`config.mk`:
```
export PLATFORM = sky130hd
export DESIGN_NAME = piso_stream
export DESIGN_NICKNAME = d
export VERILOG_FILES = /design/src/rtl/piso_stream.sv
export SDC_FILE = /design/constraint.sdc
export NUM_CORES = 1
export LEC_CHECK = 0
export ABC_AREA = 1
export ABC_CLOCK_PERIOD_IN_PS = 2029
export CAP_MARGIN = 10
export CELL_PAD_IN_SITES_DETAIL_PLACEMENT = 0
export CELL_PAD_IN_SITES_GLOBAL_PLACEMENT = 1
export CORE_ASPECT_RATIO = 1.75
export CORE_UTILIZATION = 35
export DETAILED_ROUTE_END_ITERATION = 8
export PLACE_DENSITY = 0.78
export SLEW_MARGIN = 40
export SYNTH_ARGS = -nofsm -noshare
export SYNTH_HDL_FRONTEND = slang
export SYNTH_SLANG_ARGS = --single-unit
```
`constraint.sdc`:
```
create_clock -name clk -period 2.03 [get_ports clk]
set_clock_uncertainty 0.2 [all_clocks]
set_input_delay 0.609 -clock clk [delete_from_list [all_inputs] [get_ports clk]]
set_output_delay 0.609 -clock clk [all_outputs]
set_load 0.03 [all_outputs]
```
`src/rtl/piso_stream.sv`:
```
// Parallel-in serial-out streamer: loads a WIDTH-bit word, emits it one bit per
// accepted beat in the requested order, and counts completed words.
module piso_stream #(
   parameter int WIDTH = 8,
   parameter int CNT_W = 16
) (
   input  logic             clk,
   input  logic             reset,
   input  logic [WIDTH-1:0] in_data,
   input  logic             in_valid,
   input  logic             msb_first,
   output logic             in_ready,
   output logic             sout,
   output logic             sout_valid,
   output logic             sout_last,
   input  logic             sout_ready,
   output logic             busy,
   output logic [CNT_W-1:0] frame_cnt
);
   // state | meaning
   // IDLE  | no word loaded, waiting for in_valid
   // SHIFT | word loaded, presenting one bit per sout_ready beat

   localparam int BW = $clog2(WIDTH);
   localparam logic [BW-1:0] LAST_IDX = BW'(WIDTH - 1);

   typedef enum logic {IDLE, SHIFT} state_t;

   state_t           state, state_nxt;
   logic [WIDTH-1:0] shreg;
   logic [BW-1:0]    bit_cnt;
   logic             order_msb;
   logic             accept;
   logic             xfer;

   always_ff @(posedge clk) begin
      if (reset) state <= IDLE;
      else       state <= state_nxt;
   end

   always_comb begin
      state_nxt  = state;
      sout       = 1'b0;
      sout_valid = 1'b0;
      sout_last  = 1'b0;
      busy       = 1'b0;
      if (state == SHIFT) begin
         busy       = 1'b1;
         sout_valid = 1'b1;
         sout       = order_msb ? shreg[WIDTH-1] : shreg[0];
         sout_last  = (bit_cnt == LAST_IDX);
      end
      xfer     = sout_valid && sout_ready;
      // A new word may load on the same edge that the last bit leaves.
      in_ready = !reset && (state == IDLE || (sout_last && sout_ready));
      accept   = in_valid && in_ready;
      case (state)
         IDLE:    if (accept) state_nxt = SHIFT;
         SHIFT:   if (xfer && sout_last && !accept) state_nxt = IDLE;
         default: state_nxt = IDLE;
      endcase
   end

   always_ff @(posedge clk) begin
      if (reset) begin
         shreg     <= '0;
         bit_cnt   <= '0;
         order_msb <= 1'b0;
         frame_cnt <= '0;
      end else begin
         if (accept) begin
            shreg     <= in_data;
            bit_cnt   <= '0;
            order_msb <= msb_first;
         end else if (xfer) begin
            shreg   <= order_msb ? {shreg[WIDTH-2:0], 1'b0} : {1'b0, shreg[WIDTH-1:1]};
            bit_cnt <= bit_cnt + 1'b1;
         end
         if (xfer && sout_last) frame_cnt <= frame_cnt + 1'b1;
      end
   end

endmodule

```
==> results.cfg <==
[global_routing]
overflow = 0
antenna_found_initial = 0
grt_pass1_vias = 1458
grt_usage_pct = 18.89
grt_pass1_wl_um = 6223
grt_max_degree = 19

[logic_synthesis]
synthTopCellsByArea = dfxtp_1, nand2_1, nor2_1, o21ai_0, a21oi_1
ys_seq_area_share_pct = 39.69
synth-edff-count = 0
synth_cell_type_count = 24
synth_top_area_share_pct = 39.69
ys_ff_latch = 29
synth_flop_cell = dfxtp_1
synth_nets = 222
synth-async-reset-ratio_pct = 0
netlist_instances = 206
synth.largest_area_cell = dfxtp_1
yosysWarnings = 0
syn_avg_cell_area_um2 = 7.100
syn-cell-area_um2 = 1463

[cells_and_area]
drive_gt1_share_pct = 20.60
nNetsFinal = 282
mostFrequentLayoutCell = nand2_1
diodes = 0
final_cell_mix = nand2_1, nor2_1, buf_4
design_area_um2 = 2128
area_growth_pct = 45.51

[setup_path]
critical_path.cell_chain = dlygate4sd2_1, nand3_4, a21oi_4, buf_6
critical_path.endpoint_type = primary output
crit_type = in -> out
crit_required_ns = 1.22
r2r-start = bit_cnt[0]
critical-path-max-stage-delay_ns = 0.26
crit_slowest_cell = dlygate4sd2_1
critPathLaunch = sout_ready
cp.arrival_ns = 1.31
path_max_fanout = 2
r2r_cells = 11
start_kind = primary input

[place]
placed_area_um2 = 2009
place_hpwl_um = 2926
port_buffers = 33
post-place-ws_ns = -0.3549
gp_congestion = 0.8033

[sta]
fin_crit_sh_pct = 104.1
worst_slack_ns = -0.08412
fin_crit_ns = 2.114
worstMarginPinSlew_ns = 0.3616
timing.hold.ws_ns = 0.2749
clock.fmax_mhz = 473.0
finalHoldViolations = 0
rsz0062_at_grt = true
maxSlewHeadroom_pct = 75.71
setup_viol = 1
drv_slew = 0

[clocking]
cts_buffer_depth = 2
cts_made_buffers = 5
clock_sinks = 29
clk_pin_slew_worst_paths_ns = 0.07
cts_tree = built
cts_hold_buf = 0
cts_root_buf = clkbuf_8
clk_latency_ns = 0.28
htreeDepth = 2

[routing]
via_count = 1521
first_pass_iters = 4
wire_per_inst_um = 11.94
ant_nets = 0
drt_iter0_drc = 26
drc = 0
via_per_inst = 4.829
wirelength_um = 3762

[run_status]
violations = negative setup slack
status = finished, violations left

[floorplan]
die_y_um = 87.52
rows = 30
dieWidth_um = 50.87
core_area_um2 = 3941
initial_utilization_pct = 37.11
boundaryPins = 34
dieArea_um2 = 4451

[pwr]
leakagePower_nw = 0.9505
p_per_area_nw_per_um2 = 571.6
peakVddDrop_uv = 503.6

[job]
maxCapViolCount = 0

[hold_path]
hp-class = reg -> reg
whs_path_depth = 2
min_from = shreg[1]
critical path: cells and delay by family:
kind / cells / cell delay (ns)
buf+inv: 2 / 0.40
compound gates: 1 / 0.17
simple gates: 1 / 0.12
power breakdown:
part,total [mW],internal [mW],switching (mW)
sequential,0.598,0.585,0.0132
clock,0.469,0.236,0.233
combinational,0.150,0.0708,0.0790
flip-flops by register name, indices dropped and copies added (netlist names):
signal     flops
frame_cnt     16
shreg          8
bit_cnt        3
order_msb      1
state          1
cells in the mapped netlist, types with 2 or more instances:
cell type and number:
a21oi_1 22, buf_4 2, clkbuf_1 3, dfxtp_1 29, ha_1 3, inv_1 22
nand2_1 41, nand3_1 8, nand3_4 2, nand4_1 4, nor2_1 31, nor3_1 5
o21ai_0 23
final cells by class:
cell class,count,area [um^2]
Sequential cell,29,588.1
Clock inverter,3,17.52
Tap cell,48,60.06
Clock buffer,5,68.82
Fill cell,415,1813
Timing Repair Buffer,59,510.5
Multi-Input combinational cell,149,800.8
Inverter,22,82.58
final timing paths:
kind | endpoint | slack, ns
setup / recovery | in_ready | -0.08
hold / removal | shreg[1] | 0.27
setup reg to reg | frame_cnt[15] | 0.24
hold reg to reg | shreg[1] | 0.27
logic make-up after synthesis:
| kind of cell | synth area share, % |
|---|---|
| XOR/XNOR | 0.5989 |
| AND/OR/NAND/NOR | 31.31 |
| AO/OA/AOI/OAI | 17.62 |
| adder cells (fa/ha/maj) | 2.567 |
| flip-flops | 39.69 |
| buffers and inverters | 8.212 |
per-stage QoR:
stage          util [%]  setup TNS [ns]  power, mW  instances
2_1_floorplan         -               0     0.6909        206
3_3_place_gp      50.98          -6.210     0.7562        305
3_5_place_dp      50.98          -6.812     0.7572        305
4_1_cts           53.11         -0.1470      1.231        313
5_1_grt           54.00         -0.1259      1.274        315
6_report          54.00        -0.08412      1.216        315
per-layer routing:
layer  vias to the layer above  track usage, %  wire (um)
li1                        789               -          -
met1                       695           17.80       1453
met2                        33           37.21       2151
met3                         4           3.490        108
met4                         0           9.596         49
met5                         -               0          0
timing repair:
item	in CTS	in global routing
gates resized for setup	23	6
pin swaps	0	1
setup endpoints to repair	25	3
buffers inserted	0	2
Power figures use the tool's default switching activity.
